$ cat config.mk
export PLATFORM = sky130hd
export DESIGN_NAME = pulse_peak_detector_flat
export DESIGN_NICKNAME = d
export VERILOG_FILES = /design/src/rtl/pulse_peak_detector_pkg.sv /design/src/rtl/pulse_peak_detector_if.sv /design/src/rtl/pulse_gap_counter.sv /design/src/rtl/pulse_peak_detector.sv /design/src/flat_wrapper.sv
export SDC_FILE = /design/constraint.sdc
export NUM_CORES = 1
export LEC_CHECK = 0
export ABC_CLOCK_PERIOD_IN_PS = 4700
export BUFFER_PORTS_ARGS = -buffer_cell sky130_fd_sc_hd__buf_2
export CAP_MARGIN = 15
export CORE_ASPECT_RATIO = 1.75
export CORE_MARGIN = 3
export CORE_UTILIZATION = 42
export CTS_CLUSTER_DIAMETER = 80
export DETAILED_ROUTE_END_ITERATION = 10
export PLACE_DENSITY_LB_ADDON = 0.05
export SLEW_MARGIN = 5
export SYNTH_ARGS = -nofsm -noshare
export SYNTH_HDL_FRONTEND = slang
export SYNTH_HIERARCHICAL = 1
export SYNTH_SLANG_ARGS = --single-unit
$ cat constraint.sdc
create_clock -name CLK_Filter -period 4.7 [get_ports CLK_Filter]
set_clock_uncertainty 0.15 [all_clocks]
set_input_delay 0.94 -clock CLK_Filter [delete_from_list [all_inputs] [get_ports CLK_Filter]]
set_output_delay 0.94 -clock CLK_Filter [all_outputs]
set_load 0.01 [all_outputs]
$ cat src/rtl/pulse_peak_detector_pkg.sv
// ---------------------------------------------------------------------------
// pulse_pkg
// Shared definitions for the pulse peak detector slice.
//   - pd_state_t   : detector FSM states (IDLE is the reset state)
//   - *_DEF        : default sample width, hysteresis, refractory gap, timeout
//   - GAP_W        : width of the inter-peak sample counter
// ---------------------------------------------------------------------------
package pulse_pkg;

    typedef enum logic [1:0] {
        IDLE    = 2'd0,
        RISING  = 2'd1,
        FALLING = 2'd2
    } pd_state_t;

    localparam int DW_DEF      = 20;
    localparam int HYST_DEF    = 256;
    localparam int MIN_GAP_DEF = 64;
    localparam int TMO_DEF     = 2047;

    localparam int GAP_W       = 16;

endpackage

$ cat src/rtl/pulse_peak_detector_if.sv
// ---------------------------------------------------------------------------
// pulse_peak_detector_if
// Sample stream in, beat/measurement results out.
//   sample_valid : one-cycle strobe marking a new filtered sample
//   Filtered_In  : unsigned filtered sample (DW bits)
//   beat         : one-cycle pulse per accepted peak
//   period       : samples between the last two accepted peaks
//   peak_val     : value of the last accepted peak
//   trough_val   : value of the last qualified trough
//   amplitude    : peak_val - trough_val, floored at 0
//   no_pulse     : timeout flag
// Modports: master = sample source / result consumer, slave = detector.
// ---------------------------------------------------------------------------
interface pulse_peak_detector_if
    import pulse_pkg::*;
#(
    parameter int DW = DW_DEF
);

    logic                sample_valid;
    logic [DW-1:0]       Filtered_In;
    logic                beat;
    logic [GAP_W-1:0]    period;
    logic [DW-1:0]       peak_val;
    logic [DW-1:0]       trough_val;
    logic [DW-1:0]       amplitude;
    logic                no_pulse;

    modport master (
        output sample_valid,
        output Filtered_In,
        input  beat,
        input  period,
        input  peak_val,
        input  trough_val,
        input  amplitude,
        input  no_pulse
    );

    modport slave (
        input  sample_valid,
        input  Filtered_In,
        output beat,
        output period,
        output peak_val,
        output trough_val,
        output amplitude,
        output no_pulse
    );

endinterface

$ cat src/rtl/pulse_gap_counter.sv
// ---------------------------------------------------------------------------
// pulse_gap_counter
// Saturating count of valid samples since the last accepted peak.
//   CLK_Filter : clock
//   rst_n      : asynchronous, active-high reset (count -> 0)
//   enable     : advance on this cycle (a valid sample arrived)
//   clear      : with enable, restart the count at 0
//   gap_cur    : gap including the current sample (stored count + 1, saturated)
//   timeout    : gap_cur has reached TMO
// ---------------------------------------------------------------------------
module pulse_gap_counter
    import pulse_pkg::*;
#(
    parameter int TMO = TMO_DEF
) (
    input  logic             CLK_Filter,
    input  logic             rst_n,
    input  logic             enable,
    input  logic             clear,
    output logic [GAP_W-1:0] gap_cur,
    output logic             timeout
);

    localparam logic [GAP_W-1:0] GAP_MAX = '1;
    localparam logic [GAP_W-1:0] TMO_G   = GAP_W'(TMO);

    logic [GAP_W-1:0] gap_q;

    // The detector reasons about the gap "as of" the sample being processed,
    // so expose the incremented value combinationally; it never wraps past
    // all-ones.
    always_comb begin
        gap_cur = (gap_q == GAP_MAX) ? gap_q : gap_q + 16'd1;
        timeout = (gap_cur >= TMO_G);
    end

    // Counter register: moves only on valid samples; clear wins over count.
    always_ff @(posedge CLK_Filter or posedge rst_n) begin
        if (rst_n) begin
            gap_q <= '0;
        end else if (enable) begin
            gap_q <= clear ? '0 : gap_cur;
        end
    end

endmodule

$ cat src/rtl/pulse_peak_detector.sv
// ---------------------------------------------------------------------------
// pulse_peak_detector
// Hysteresis-based peak/trough tracker for a filtered pulse waveform.
// A peak is accepted once the signal has dropped HYST below its running
// maximum, provided at least MIN_GAP samples have passed since the previous
// accepted peak (the very first peak after start-up/timeout is accepted
// silently to establish a time reference). A trough is qualified once the
// signal has risen HYST above its running minimum.
//   CLK_Filter : clock
//   rst_n      : asynchronous, active-high reset
//   pp         : slave side of pulse_peak_detector_if (samples in, results out)
// ---------------------------------------------------------------------------
module pulse_peak_detector
    import pulse_pkg::*;
#(
    parameter int DW      = DW_DEF,
    parameter int HYST    = HYST_DEF,
    parameter int MIN_GAP = MIN_GAP_DEF,
    parameter int TMO     = TMO_DEF
) (
    input  logic                  CLK_Filter,
    input  logic                  rst_n,
    pulse_peak_detector_if.slave  pp
);

    localparam logic [DW:0]      HYST_X    = (DW+1)'(HYST);
    localparam logic [GAP_W-1:0] MIN_GAP_G = GAP_W'(MIN_GAP);

    pd_state_t        state_q, state_d;

    logic [DW-1:0]    run_max_q, run_max_d;
    logic [DW-1:0]    run_min_q, run_min_d;
    logic             first_q, first_d;

    logic             beat_q, beat_d;
    logic [GAP_W-1:0] period_q, period_d;
    logic [DW-1:0]    peak_val_q, peak_val_d;
    logic [DW-1:0]    trough_val_q, trough_val_d;
    logic [DW-1:0]    amplitude_q, amplitude_d;
    logic             no_pulse_q, no_pulse_d;

    logic [GAP_W-1:0] gap_cur;
    logic             gap_timeout;
    logic             gap_clear;

    logic             accept;
    logic             trough_hit;
    logic             timeout_hit;

    logic [DW:0]      sample_x, max_x, min_x;
    logic             drop_ok, rise_ok, gap_ok;
    logic [DW-1:0]    amp_calc;

    pulse_gap_counter #(
        .TMO (TMO)
    ) u_gap (
        .CLK_Filter (CLK_Filter),
        .rst_n      (rst_n),
        .enable     (pp.sample_valid),
        .clear      (gap_clear),
        .gap_cur    (gap_cur),
        .timeout    (gap_timeout)
    );

    // Comparisons carry one extra bit so that "x + HYST" near full scale
    // cannot wrap and fake a qualifying drop or rise.
    always_comb begin
        sample_x = {1'b0, pp.Filtered_In};
        max_x    = {1'b0, run_max_q};
        min_x    = {1'b0, run_min_q};
        drop_ok  = (max_x >= (sample_x + HYST_X));
        rise_ok  = (sample_x >= (min_x + HYST_X));
        gap_ok   = (gap_cur >= MIN_GAP_G);
        amp_calc = (run_max_q >= trough_val_q) ? (run_max_q - trough_val_q) : '0;
    end

    // State register.
    always_ff @(posedge CLK_Filter or posedge rst_n) begin
        if (rst_n) begin
            state_q <= IDLE;
        end else begin
            state_q <= state_d;
        end
    end

    // Next-state logic. Nothing moves without a valid sample. A peak being
    // accepted on the same sample as the timeout takes priority, so RISING
    // checks acceptance first. In FALLING the timeout dominates a trough.
    always_comb begin
        state_d     = state_q;
        accept      = 1'b0;
        trough_hit  = 1'b0;
        timeout_hit = 1'b0;
        gap_clear   = 1'b0;
        if (pp.sample_valid) begin
            case (state_q)
                IDLE: begin
                    gap_clear = 1'b1;
                    state_d   = RISING;
                end
                RISING: begin
                    if (drop_ok && (gap_ok || first_q)) begin
                        accept    = 1'b1;
                        gap_clear = 1'b1;
                        state_d   = FALLING;
                    end else if (gap_timeout) begin
                        timeout_hit = 1'b1;
                        state_d     = IDLE;
                    end
                end
                FALLING: begin
                    if (gap_timeout) begin
                        timeout_hit = 1'b1;
                        state_d     = IDLE;
                    end else if (rise_ok) begin
                        trough_hit = 1'b1;
                        state_d    = RISING;
                    end
                end
                default: begin
                    state_d = IDLE;
                end
            endcase
        end
    end

    // Output/datapath logic. Everything holds by default; beat defaults low
    // so it lasts exactly one cycle. A rejected peak (drop seen too soon)
    // simply leaves run_max alone so the same maximum is re-tested later.
    always_comb begin
        run_max_d    = run_max_q;
        run_min_d    = run_min_q;
        first_d      = first_q;
        beat_d       = 1'b0;
        period_d     = period_q;
        peak_val_d   = peak_val_q;
        trough_val_d = trough_val_q;
        amplitude_d  = amplitude_q;
        no_pulse_d   = no_pulse_q;
        if (pp.sample_valid) begin
            case (state_q)
                IDLE: begin
                    run_max_d = pp.Filtered_In;
                    run_min_d = pp.Filtered_In;
                    first_d   = 1'b1;
                end
                RISING: begin
                    if (sample_x > max_x) begin
                        run_max_d = pp.Filtered_In;
                    end
                    if (accept) begin
                        run_min_d = pp.Filtered_In;
                        first_d   = 1'b0;
                        if (!first_q) begin
                            beat_d      = 1'b1;
                            period_d    = gap_cur;
                            peak_val_d  = run_max_q;
                            amplitude_d = amp_calc;
                            no_pulse_d  = 1'b0;
                        end
                    end
                end
                FALLING: begin
                    if (sample_x < min_x) begin
                        run_min_d = pp.Filtered_In;
                    end
                    if (trough_hit) begin
                        trough_val_d = run_min_q;
                        run_max_d    = pp.Filtered_In;
                    end
                end
                default: begin
                    first_d = 1'b1;
                end
            endcase
            if (timeout_hit) begin
                no_pulse_d = 1'b1;
                first_d    = 1'b1;
            end
        end
    end

    // Datapath and output registers.
    always_ff @(posedge CLK_Filter or posedge rst_n) begin
        if (rst_n) begin
            run_max_q    <= '0;
            run_min_q    <= '0;
            first_q      <= 1'b1;
            beat_q       <= 1'b0;
            period_q     <= '0;
            peak_val_q   <= '0;
            trough_val_q <= '0;
            amplitude_q  <= '0;
            no_pulse_q   <= 1'b0;
        end else begin
            run_max_q    <= run_max_d;
            run_min_q    <= run_min_d;
            first_q      <= first_d;
            beat_q       <= beat_d;
            period_q     <= period_d;
            peak_val_q   <= peak_val_d;
            trough_val_q <= trough_val_d;
            amplitude_q  <= amplitude_d;
            no_pulse_q   <= no_pulse_d;
        end
    end

    assign pp.beat       = beat_q;
    assign pp.period     = period_q;
    assign pp.peak_val   = peak_val_q;
    assign pp.trough_val = trough_val_q;
    assign pp.amplitude  = amplitude_q;
    assign pp.no_pulse   = no_pulse_q;

endmodule

$ cat src/flat_wrapper.sv
// flat-port wrapper written by rule: the top's interface ports become plain ports
module pulse_peak_detector_flat import pulse_pkg::*;
#(
    parameter int DW      = DW_DEF,
    parameter int HYST    = HYST_DEF,
    parameter int MIN_GAP = MIN_GAP_DEF,
    parameter int TMO     = TMO_DEF
)
  (CLK_Filter, rst_n, pp_sample_valid, pp_Filtered_In, pp_beat, pp_period, pp_peak_val, pp_trough_val, pp_amplitude, pp_no_pulse);
  pulse_peak_detector_if #(.DW(DW)) pp_i ();
  input  logic CLK_Filter;
  input  logic rst_n;
  input wire logic [$bits(pp_i.sample_valid)-1:0] pp_sample_valid;
  input wire logic [$bits(pp_i.Filtered_In)-1:0] pp_Filtered_In;
  output wire logic [$bits(pp_i.beat)-1:0] pp_beat;
  output wire logic [$bits(pp_i.period)-1:0] pp_period;
  output wire logic [$bits(pp_i.peak_val)-1:0] pp_peak_val;
  output wire logic [$bits(pp_i.trough_val)-1:0] pp_trough_val;
  output wire logic [$bits(pp_i.amplitude)-1:0] pp_amplitude;
  output wire logic [$bits(pp_i.no_pulse)-1:0] pp_no_pulse;
  assign pp_i.sample_valid = pp_sample_valid;
  assign pp_i.Filtered_In = pp_Filtered_In;
  assign pp_beat = pp_i.beat;
  assign pp_period = pp_i.period;
  assign pp_peak_val = pp_i.peak_val;
  assign pp_trough_val = pp_i.trough_val;
  assign pp_amplitude = pp_i.amplitude;
  assign pp_no_pulse = pp_i.no_pulse;
  pulse_peak_detector #(.DW(DW), .HYST(HYST), .MIN_GAP(MIN_GAP), .TMO(TMO)) u_core (.CLK_Filter(CLK_Filter), .rst_n(rst_n), .pp(pp_i));
endmodule
# Word-level counts from Yosys, hierarchy flattened
# Cells that the tools add are included.
# Widths: inputs -> output; s select.
# classes
add_sub_neg	4
n_lt_le_gt_ge	7
n_eq_ne	12
muxes	38
n_bitwise	1
n_reduce_logical	13
# op_table
cell	n
$pmux 20 s3	2
$mux 20	5
$add 20x9->21 const B	2
$ge 20x21->1	2
$mux 16	2
$mux 1	21
$ge 20x20->1	1
$gt 20x20->1	1
$lt 20x20->1	1
$sub 20x20->20	1
$add 16x1->16 const B	1
$eq 16x16->1 const B	1
$ge 16x11->1 const B	1
$ge 16x7->1 const B	1
$reduce_and 4->1	4
$ne 2x1->1 const B	5
$ne 3x1->1 const B	3
$reduce_and 3->1	3
$mux 2	4
$pmux 1 s2	3
$pmux 2 s3	1
$reduce_bool 2->1	2
$reduce_bool 3->1	1
$eq 2x1->1 const B	1
6 further kinds	6
# totals
register_bits	137
inputBits	23
output_inout_bits	78

# Longest topological paths before layout
# Gate-level depths: netlist (run 1).
# depth
word_depth	11
ltp_mapped	18

# Hierarchy
# The synthesis (run 1) kept the hierarchy.
# by_module_without_submodules
mod	instances	cells_per_inst	area_each_um2
pulse_peak_detector	1	751	7609.8
pulse_gap_counter	1	137	1221.2

# Worst setup path after synthesis (run 1)
# OpenSTA, ideal clock, no wires.
# synth_timing
path_type	input -> register
start	input port pp_Filtered_In[8]
end	register u_core.u_gap.gap_q[0]
setup_ns	0.121
arrival_time_ns	3.573
setup_slack_ns	0.856
stages	16
n_path_buf	1
path_cell_list	ha_1 > nand3_1 > nor2_1 > xnor2_1 > ha_1 > a211oi_1 > nor2_1 > a2111oi_2 > a211o_1 > nor2_4 > nand2_1 > a21boi_0 > nand2b_1 > buf_1 > nor2_1 > a22o_2
# synth_via
elab_chain_len	7
# synth_lines
element	line	source
start, declared	flat_wrapper.sv:14	input wire logic [$bits(pp_i.Filtered_In)-1:0] pp_Filtered_In;
$add 20x9->21	pulse_peak_detector.sv:71	drop_ok = (max_x >= (sample_x + HYST_X));
$ge 20x21->1	pulse_peak_detector.sv:71	
$logic_and 1x1->1	pulse_peak_detector.sv:102	if (drop_ok && (gap_ok || first_q)) begin
$mux 1	pulse_peak_detector.sv:102	
$pmux 1 s2	pulse_peak_detector.sv:96	case (state_q)
$mux 1	pulse_peak_detector.sv:95	if (pp.sample_valid) begin
net u_core.gap_clear	pulse_peak_detector.sv:44	logic gap_clear;
$mux 16	pulse_gap_counter.sv:42	gap_q <= clear ? '0 : gap_cur;
end signal, assigned	pulse_gap_counter.sv:42	
end, declared	pulse_gap_counter.sv:27	logic [GAP_W-1:0] gap_q;
# The timed path passes the listed nets, and every way through them passes these cells.
# A chain may end at the register's enable or synchronous reset.

# Worst setup path after layout (run 1)
# layout_timing
start	register u_core.u_gap.gap_q[0]
end	register u_core.run_min_q[11]
# layout_via
elab_chain_len	10
# layout_lines
element	line	source
$add 16x1->16 or $eq 16x16->1 (tied branches)	pulse_gap_counter.sv:33	gap_cur = (gap_q == GAP_MAX) ? gap_q : gap_q + 16'd1;
$mux 16 *	pulse_gap_counter.sv:33	
net u_core.gap_cur[9]	pulse_peak_detector.sv:42	logic [GAP_W-1:0] gap_cur;
$ge 16x7->1 *	pulse_peak_detector.sv:73	gap_ok = (gap_cur >= MIN_GAP_G);
$logic_or 1x1->1 *	pulse_peak_detector.sv:102	
$logic_and 1x1->1 *	pulse_peak_detector.sv:102	
$mux 1 *	pulse_peak_detector.sv:102	
$mux 1 *	pulse_peak_detector.sv:96	
$mux 1 *	pulse_peak_detector.sv:95	
$ne 2x1->1 (no source line) *	--	
$reduce_and 4->1 (no source line) *	--	
end signal, assigned	pulse_peak_detector.sv:197	run_min_q <= run_min_d;
end, declared	pulse_peak_detector.sv:32	logic [DW-1:0] run_min_q, run_min_d;
# Mark *: on every way through the listed nets, which the timed path passes. The rest lies on a longest branch.

==> results of run 1 <==
==> logic make-up after synthesis <==
kind of cell | after synthesis
flops | 137
simple gates | 208
compound gates | 193
fa+ha+maj | 100
mux | 83
xor+xnor | 45
buf+inv | 122
==> sequential cells by signal (all words and copies together) (netlist names) <==
signal                flops
u_core/run_max_q         20
u_core/first_q            1
u_core/pp.no_pulse        1
u_core/state_q            2
u_core/run_min_q         20
u_core/pp.period         16
u_core/pp.trough_val     20
u_core/pp.beat            1
u_core/u_gap/gap_q       16
u_core/pp.peak_val       20
u_core/pp.amplitude      20
==> tightest hold or removal path, stage by stage (launching register included) <==
cell     delay [ns]
dfrtp_1        0.34
nand2_1        0.05
o21ai_0        0.06
==> power breakdown <==
group | leakage, nW | switching, mW | internal [mW]
Sequential | 1.70 | 0.366 | 1.58
Combinational | 3.48 | 1.87 | 1.38
Clock | 0.288 | 0.532 | 0.802
Total | 5.47 | 2.77 | 3.77
==> synthesized netlist by cell type (2+ instances only) <==
| library cell | number | area [µm²] |
|---|---|---|
| xnor2_1 | 31 | 272 |
| nand2b_1 | 11 | 68.8 |
| a2111oi_0 | 3 | 26.3 |
| nor2_1 | 37 | 139 |
| a41o_1 | 2 | 20.0 |
| nor4bb_1 | 2 | 20.0 |
| nor4_1 | 5 | 31.3 |
| a211oi_1 | 6 | 45.0 |
| a21oi_1 | 40 | 200 |
| buf_6 | 3 | 33.8 |
| o21ai_0 | 52 | 260 |
| o21ai_1 | 10 | 50.1 |
| nand4_1 | 19 | 119 |
| buf_1 | 2 | 7.51 |
| or2_2 | 2 | 12.5 |
| nand2_1 | 71 | 267 |
| a21boi_0 | 4 | 30.0 |
| xor2_1 | 14 | 123 |
| ha_1 | 99 | 1240 |
| o31ai_1 | 7 | 52.6 |
| o2bb2ai_1 | 8 | 70.1 |
| mux2_2 | 31 | 349 |
| nand4_2 | 2 | 25.0 |
| a31oi_1 | 3 | 18.8 |
| a22o_1 | 8 | 70.1 |
| buf_4 | 3 | 22.5 |
| and4_1 | 5 | 43.8 |
| mux2i_1 | 38 | 380 |
| o211ai_1 | 2 | 15.0 |
| a21o_1 | 26 | 195 |
| buf_2 | 9 | 45.0 |
| inv_1 | 98 | 368 |
| nor3_1 | 12 | 60.1 |
| and3_1 | 2 | 12.5 |
| mux2_1 | 13 | 146 |
| nor2b_1 | 6 | 37.5 |
| nand3_1 | 21 | 105 |
| o21a_1 | 2 | 15.0 |
| dfrtp_1 | 136 | 3400 |
| clkbuf_1 | 7 | 26.3 |
| o21bai_1 | 3 | 22.5 |
==> final cells by class <==
| class | count | area, µm² | share of cell area |
|---|---|---|---|
| Clock buffer | 19 | 453 | 0.0439 |
| Clock inverter | 13 | 128 | 0.0124 |
| Inverter | 98 | 370 | 0.0359 |
| Multi-Input combinational cell | 629 | 4910 | 0.476 |
| Sequential cell | 137 | 3430 | 0.333 |
| Tap cell | 248 | 310 | 0.0301 |
| Timing Repair Buffer | 124 | 706 | 0.0685 |
==> through the flow <==
step                      std cells  setup slack, ns  cell area [µm²]  hold WS, ns  utilization
after floorplan                 888            0.397             8830        0.331            -
after global placement         1236            0.446             9730        0.314        0.475
after detailed placement       1236            0.384             9730        0.314        0.475
after CTS                      1268            0.568            10300        0.328        0.504
after global routing           1268            0.336            10300        0.357        0.504
final                          1268            0.525            10300        0.326        0.504
==> layer usage <==
| layer | global-route usage | wire, µm | vias up |
|---|---|---|---|
| li1 | - | - | 3377 |
| met1 | 0.234 | 9140 | 3374 |
| met2 | 0.462 | 14700 | 142 |
| met3 | 0.0382 | 725 | 59 |
| met4 | 0.127 | 1360 | 0 |
| met5 | 0 | 0 | - |
==> path summary, 6_finish.rpt <==
kind | end | start | cells after the start | slack, ns
max in group asynchronous | u_core/run_max_q[0] | rst_n | 3 | 2.95
min | u_core/pp.peak_val[15] | u_core/pp.peak_val[15] | 2 | 0.33
max reg2reg | u_core/run_min_q[11] | u_core/u_gap/gap_q[0] | 14 | 0.53
min in group asynchronous | u_core/pp.period[5] | rst_n | 2 | 0.48
max | u_core/run_min_q[11] | u_core/u_gap/gap_q[0] | 14 | 0.53
min reg2reg | u_core/pp.peak_val[15] | u_core/pp.peak_val[15] | 2 | 0.33
==> metrics.md, run 1 <==
| Metric | Value |
|---|---|
| Post-synthesis async set-or-reset flop share | `1.00` |
| CTS max path bufs | `2` |
| Tot GR Track Use | `0.238` |
| CTS tree | `built` |
| Initial antenna violation count | `0` |
| Post-Syn Nets | `between 1000 and 1500` |
| Max frequency | `240 MHz` |
| Post-Synthesis Cells | `just under 900` |
| Peak supply drop | `around 0.0003 V` |
| Max FO, Critical Path | `20` |
| Leak | `5.47 nW` |
| Filler cell count | `about 2000` |
| Worst Path Buf+Inv | `1` |
| Synth Area in Adders | `0.143` |
| Drt drc | `0` |
| Max cap viols | `0` |
| Routed Antenna Nets | `0` |
| HP Class | `reg2reg` |
| Post-CTS setup buffer count | `0` |
| Crit path cell chain | `ha_1, nand3_1, or4_4, nand3_1, xnor2_1, nor4_1, nand3_1, o21ai_0, a211o_1, nor2_4, nor2b_1, a311oi_4, buf_12, mux2_1` |
| Post-synthesis compound-gate area fraction | `0.143` |
| Crit path kind | `reg2reg` |
| Ys Warns | `6` |
| Startpoint Class | `flop` |
| Die W | `~120 µm` |
| Worst skew pair latency | `between 0.4 and 0.5 ns` |
| Final net count | `approximately 1100` |
| Diode count | `0` |
| First-pass GRT wire length | `41.0 mm` |
| Die Area | `22900 µm²` |
| CP arrival | `about 4.3 ns` |
| PwrDens | `roughly 630 nW/µm²` |
| CTS hold repair buffers | `0` |
| Post-synth EDFFs | `0` |
| Fin. max-slew vios | `0` |
| Largest net degree at the start of global routing | `59` |
| Crit. End Element | `flop` |
| RSZ-0062 raised after global routing | `false` |
| Vias | `6952` |
| DRT iter0 DRCs | `323` |
| Cell Area, Synth | `just under 9000 µm²` |
| Post-synthesis sequential area ratio | `0.388` |
| Setup-failing EPs final | `0` |
| Main combinational cell family by area after synthesis | `compound AO/OA/AOI/OAI gates` |
| CTS resizes | `0` |
| Die H | `around 200 µm` |
| DP HPWL | `roughly 21 mm` |
| Setup TNS Final | `0 ns` |
| Area Growth Syn to Fin | `16.7%` |
| Post-synth top flop | `dfrtp_1` |
| Final Power | `approximately 6.5 mW` |
| Initial core utilization | `0.432` |
| Mux cell area share after synthesis | `0.101` |
| Drt wl/cell | `between 20 and 25 µm` |
| Gpl congestion | `between 0.8 and 0.9` |
| Least-Margin Pin Slew | `just over 0.8 ns` |
| Core area | `~20000 µm²` |
| Root buffer cell | `clkbuf_16` |
| Critical Path RT | `roughly 4.9 ns` |
| Yosys reg bits | `between 100 and 150` |
| Simple-gate share of the synthesized area | `0.124` |
| CP max stage cell | `or4_4` |
| # IOs | `~100` |
| Fin. Hold Viols | `0` |
| Post-route minimum period | `~4.2 ns` |
| Port buffer count | `100` |
| Cell mode on critical path | `nand3_1` |
| Vias in the first global route | `7426` |
| Detailed Routing Iterations Pass 1 | `5` |
| Number of library cell types mapped by synthesis | `74` |
| Final Cycle Share | `0.888` |
| Most frequent cells in the layout | `dfrtp_1, buf_2, ha_1` |
| CTS Sinks | `around 140` |
| Drt total wl | `approximately 26 mm` |
| Inserted Clock Buffers | `17` |
| Share of cells above drive strength 1 | `0.205` |
| Most common cell after layout, fill and taps aside | `dfrtp_1` |
| # rows | `a little under 70` |
| Grt ovf | `0` |
| Cell class contributing the biggest share of worst-path delay | `simple AND/OR/NAND/NOR gates` |
| Worst-path clk slew | `approximately 0.060 ns` |
| Worst slew margin | `0.464` |
| Worst path max stage delay | `about 0.62 ns` |
| Post-Synth XOR/XNOR Area | `0.0446` |
| Vias/cell | `around 5.5` |
| H-tree depth | `4` |
| Syn Area/Cell | `slightly below 10 µm²` |
| Status | `finished, final reports clean` |
No activity file was read; power rests on OpenSTA's default activity.
==> inputs of run 2 (changes only) <==
--- a/config.mk
+++ b/config.mk
@@ -8,14 +8,15 @@
 export ABC_CLOCK_PERIOD_IN_PS = 4700
 export BUFFER_PORTS_ARGS = -buffer_cell sky130_fd_sc_hd__buf_2
 export CAP_MARGIN = 15
+export CELL_PAD_IN_SITES_DETAIL_PLACEMENT = 0
+export CELL_PAD_IN_SITES_GLOBAL_PLACEMENT = 2
 export CORE_ASPECT_RATIO = 1.75
 export CORE_MARGIN = 3
-export CORE_UTILIZATION = 42
+export CORE_UTILIZATION = 38
 export CTS_CLUSTER_DIAMETER = 80
 export DETAILED_ROUTE_END_ITERATION = 10
 export PLACE_DENSITY_LB_ADDON = 0.05
 export SLEW_MARGIN = 5
 export SYNTH_ARGS = -nofsm -noshare
 export SYNTH_HDL_FRONTEND = slang
-export SYNTH_HIERARCHICAL = 1
 export SYNTH_SLANG_ARGS = --single-unit
==> run 2 against run 1 <==
Against the previous run:
- worst hold slack got worse by 0.0052 ns
- utilization fell by 5.5 points
- design area rose by 2.0%
- area after synthesis rose by 3.2%
- register-to-register slack barely moved
- final cell count rose by 9.1%
- critical path type unchanged
- critical endpoint is now u_core.run_max_q[8]
- largest power group unchanged
==> metrics.md, run 2 <==
| Metric | Value |
|---|---|
| Post-synthesis async set-or-reset flop share | `1.00 (unchanged)` |
| Inserted Clock Buffers | `17 (unchanged)` |
| Critical Path RT | `4.87 ns (about the same)` |
| Worst path max stage delay | `0.45 ns (-0.17 ns)` |
| Die W | `123 µm (+6.4%)` |
| DP Area | `9940 µm² (+2.2%)` |
| Final Cycle Share | `0.889 (about the same)` |
| Port buffer count | `100 (unchanged)` |
| Placed insts | `1352 (+9.4%)` |
| CTS tree | `built` |
| Root buffer cell | `clkbuf_16` |
| Setup-failing EPs final | `0 (unchanged)` |
| Diode count | `0 (unchanged)` |
| Drt total wl | `28.1 mm (+8.3%)` |
| Die Area | `25900 µm² (+13%)` |
| Yosys reg bits | `137 (unchanged)` |
| Cell Area, Synth | `9110 µm² (+3.2%)` |
| Most frequent cells in the layout | `dfrtp_1, buf_2, ha_1` |
| Vias | `7444 (+7.1%)` |
| Synth top area cells | `dfrtp_1, ha_1, o21ai_0, inv_1, nand2_1` |
| Peak supply drop | `0.000338 V (+9.4%)` |
| Post-route cell area | `10500 µm² (+2.0%)` |
| Worst skew pair latency | `0.44 ns (about the same)` |
| # IOs | `101 (unchanged)` |
| Grt ovf | `0 (unchanged)` |
| Setup ws final | `0.522 ns (-0.00342 ns)` |
| Core area | `23400 µm² (+14%)` |
| Largest net degree at the start of global routing | `138 (+130%)` |
| # rows | `74 (+7.2%)` |
| Die H | `211 µm (+6.6%)` |
| Initial antenna violation count | `0 (unchanged)` |
| Vias in the first global route | `7925 (+6.7%)` |
| Routed Antenna Nets | `0 (unchanged)` |
| Syn Area/Cell | `9.46 µm² (-4.9%)` |
| CTS resizes | `0 (unchanged)` |
| Cell with the most instances after synthesis | `dfrtp_1` |
| Final Power | `6.87 mW (+5.2%)` |
| Number of library cell types mapped by synthesis | `73 (-1.4%)` |
| Cell type with the largest total area after synthesis | `dfrtp_1` |
| Crit path cell chain | `nand3_1, nor3_1, nand2_1, nor4_1, xnor2_1, ha_1, a211oi_1, o21ai_0, a41oi_1, o21ai_0, o211a_1, o2111a_2, o221a_4, mux2_4` |
| Area Growth Syn to Fin | `15.4%` |
| Share of cells above drive strength 1 | `0.177 (-0.0279)` |
| Drt wl/cell | `20.3 µm (-0.67%)` |
| Place WS | `0.347 ns (-0.0372 ns)` |
| Post-synth top flop | `dfrtp_1` |
| Crit path kind | `reg2reg` |
| Detailed Routing Iterations Pass 1 | `5 (unchanged)` |
| DRT iter0 DRCs | `379 (+17%)` |
| Gpl congestion | `0.885 (+0.71%)` |
| Status | `finished, final reports clean` |
| PwrDens | `654 nW/µm² (+3.1%)` |
| Yosys top cell area share | `0.374 (-0.0119)` |
| Final net count | `1190 (+5.3%)` |
| Setup TNS Final | `0 ns (unchanged)` |
| Post-CTS setup buffer count | `0 (unchanged)` |
| Max FO, Critical Path | `20 (unchanged)` |
| Max cap viols | `0 (unchanged)` |
| Worst-path clk slew | `0.06 ns (about the same)` |
| Least-Margin Pin Slew | `0.768 ns (-0.0358 ns)` |
| Startpoint Class | `flop` |
| Worst slew margin | `0.488 (+0.0239)` |
| Max frequency | `239 MHz (about the same)` |
| H-tree depth | `4 (unchanged)` |
| Drt drc | `0 (unchanged)` |
| Leak | `5.15 nW (-5.8%)` |
| First-pass GRT wire length | `44.2 mm (+7.7%)` |
| Final hold slack | `0.321 ns (-0.00516 ns)` |
| CP max stage cell | `dfrtp_1` |
| Post-route minimum period | `4.18 ns (+0.00342 ns)` |
| RSZ-0062 raised after global routing | `false` |
| Initial core utilization | `0.389 (-0.0426)` |
| Post-Synthesis Cells | `963 (+8.4%)` |
| CP arrival | `4.35 ns (about the same)` |
| Synth top cells by count | `dfrtp_1, ha_1, inv_1` |
| HP Class | `reg2reg` |
| CTS hold repair buffers | `0 (unchanged)` |
| Fin cells | `1383 (+9.1%)` |
| Cell mode on critical path | `o21ai_0` |
| Vias/cell | `5.38 (-1.8%)` |
| Post-synth EDFFs | `0 (unchanged)` |
| Worst Path Buf+Inv | `0 (-1)` |
| Most common cell after layout, fill and taps aside | `dfrtp_1` |
| Ys Warns | `0 (-6)` |
| Cell class contributing the biggest share of worst-path delay | `compound AO/OA/AOI/OAI gates` |
| Post-Syn Nets | `1086 (+7.4%)` |
| CTS Sinks | `137 (unchanged)` |
| Tot GR Track Use | `0.227 (-0.0108)` |
| Crit. End Element | `flop` |
| Post-synthesis sequential area ratio | `0.376 (-0.0119)` |
| Fin. Hold Viols | `0 (unchanged)` |
| CTS max path bufs | `2 (unchanged)` |
| DP HPWL | `22.2 mm (+7.1%)` |
| Fin. max-slew vios | `0 (unchanged)` |
| Post-Route Utilization | `0.449 (-0.0549)` |
-- run 2: cell count changes after synthesis, sizes merged, moves of 7 or more --
cell / before / now
nand2: 71 / 93
a21oi: 40 / 47
a22o: 9 / 18
or3: 0 / 7
mux2: 45 / 29
mux2i: 38 / 21
nor3: 13 / 22
o21ai: 62 / 88
o21a: 2 / 10
nor2: 38 / 47
clkbuf: 7 / 15
-- run 2: final timing paths --
path	startpoint	to	slack, ns	depth (start not counted)
max	u_core.run_min_q[11]	u_core.run_max_q[8]	0.52	14
min reg2reg	u_core.pp.period[6]	u_core.pp.period[6]	0.32	2
max reg2reg	u_core.run_min_q[11]	u_core.run_max_q[8]	0.52	14
max in group asynchronous	rst_n	u_core.run_max_q[8]	3.26	3
min in group asynchronous	rst_n	u_core.pp.period[12]	0.56	3
min	u_core.pp.period[6]	u_core.pp.period[6]	0.32	2
-- run 2: power by group --
group	leakage (nW)	internal, mW	switching [mW]
Sequential	1.73	1.59	0.500
Clock	0.265	0.780	0.557
Combinational	3.15	1.49	1.95
-- run 2: cells by family (layout without fill, tap and decap cells) --
kind of cell | after synthesis | in the layout | synth area share
compound gates | 249 | 249 | 0.177
xor+xnor | 38 | 38 | 0.0365
fa+ha+maj | 100 | 100 | 0.138
buf+inv | 126 | 242 | 0.0612
flops | 137 | 137 | 0.376
mux | 50 | 50 | 0.0634
simple gates | 263 | 263 | 0.147
-- run 2: area by class of cell --
cell class | count | area [µm²]
Multi-Input combinational cell | 700 | 5120
Fill cell | 2355 | 12900
Timing Repair Buffer | 119 | 656
Sequential cell | 137 | 3430
Inverter | 92 | 349
Clock inverter | 13 | 146
Clock buffer | 18 | 429
Tap cell | 304 | 380
-- run 2: tightest hold or removal path: stages, from the launching register on --
cell and delay, ns:
dfrtp_1 0.34, nand2_1 0.04, o21ai_0 0.06
-- run 2: per-layer routing --
layer,global-route usage,up-vias,part of all wire
met4,0.110,0,0.048
met1,0.219,3601,0.34
met2,0.446,150,0.58
li1,-,3638,-
met3,0.0442,55,0.032
met5,0,-,0
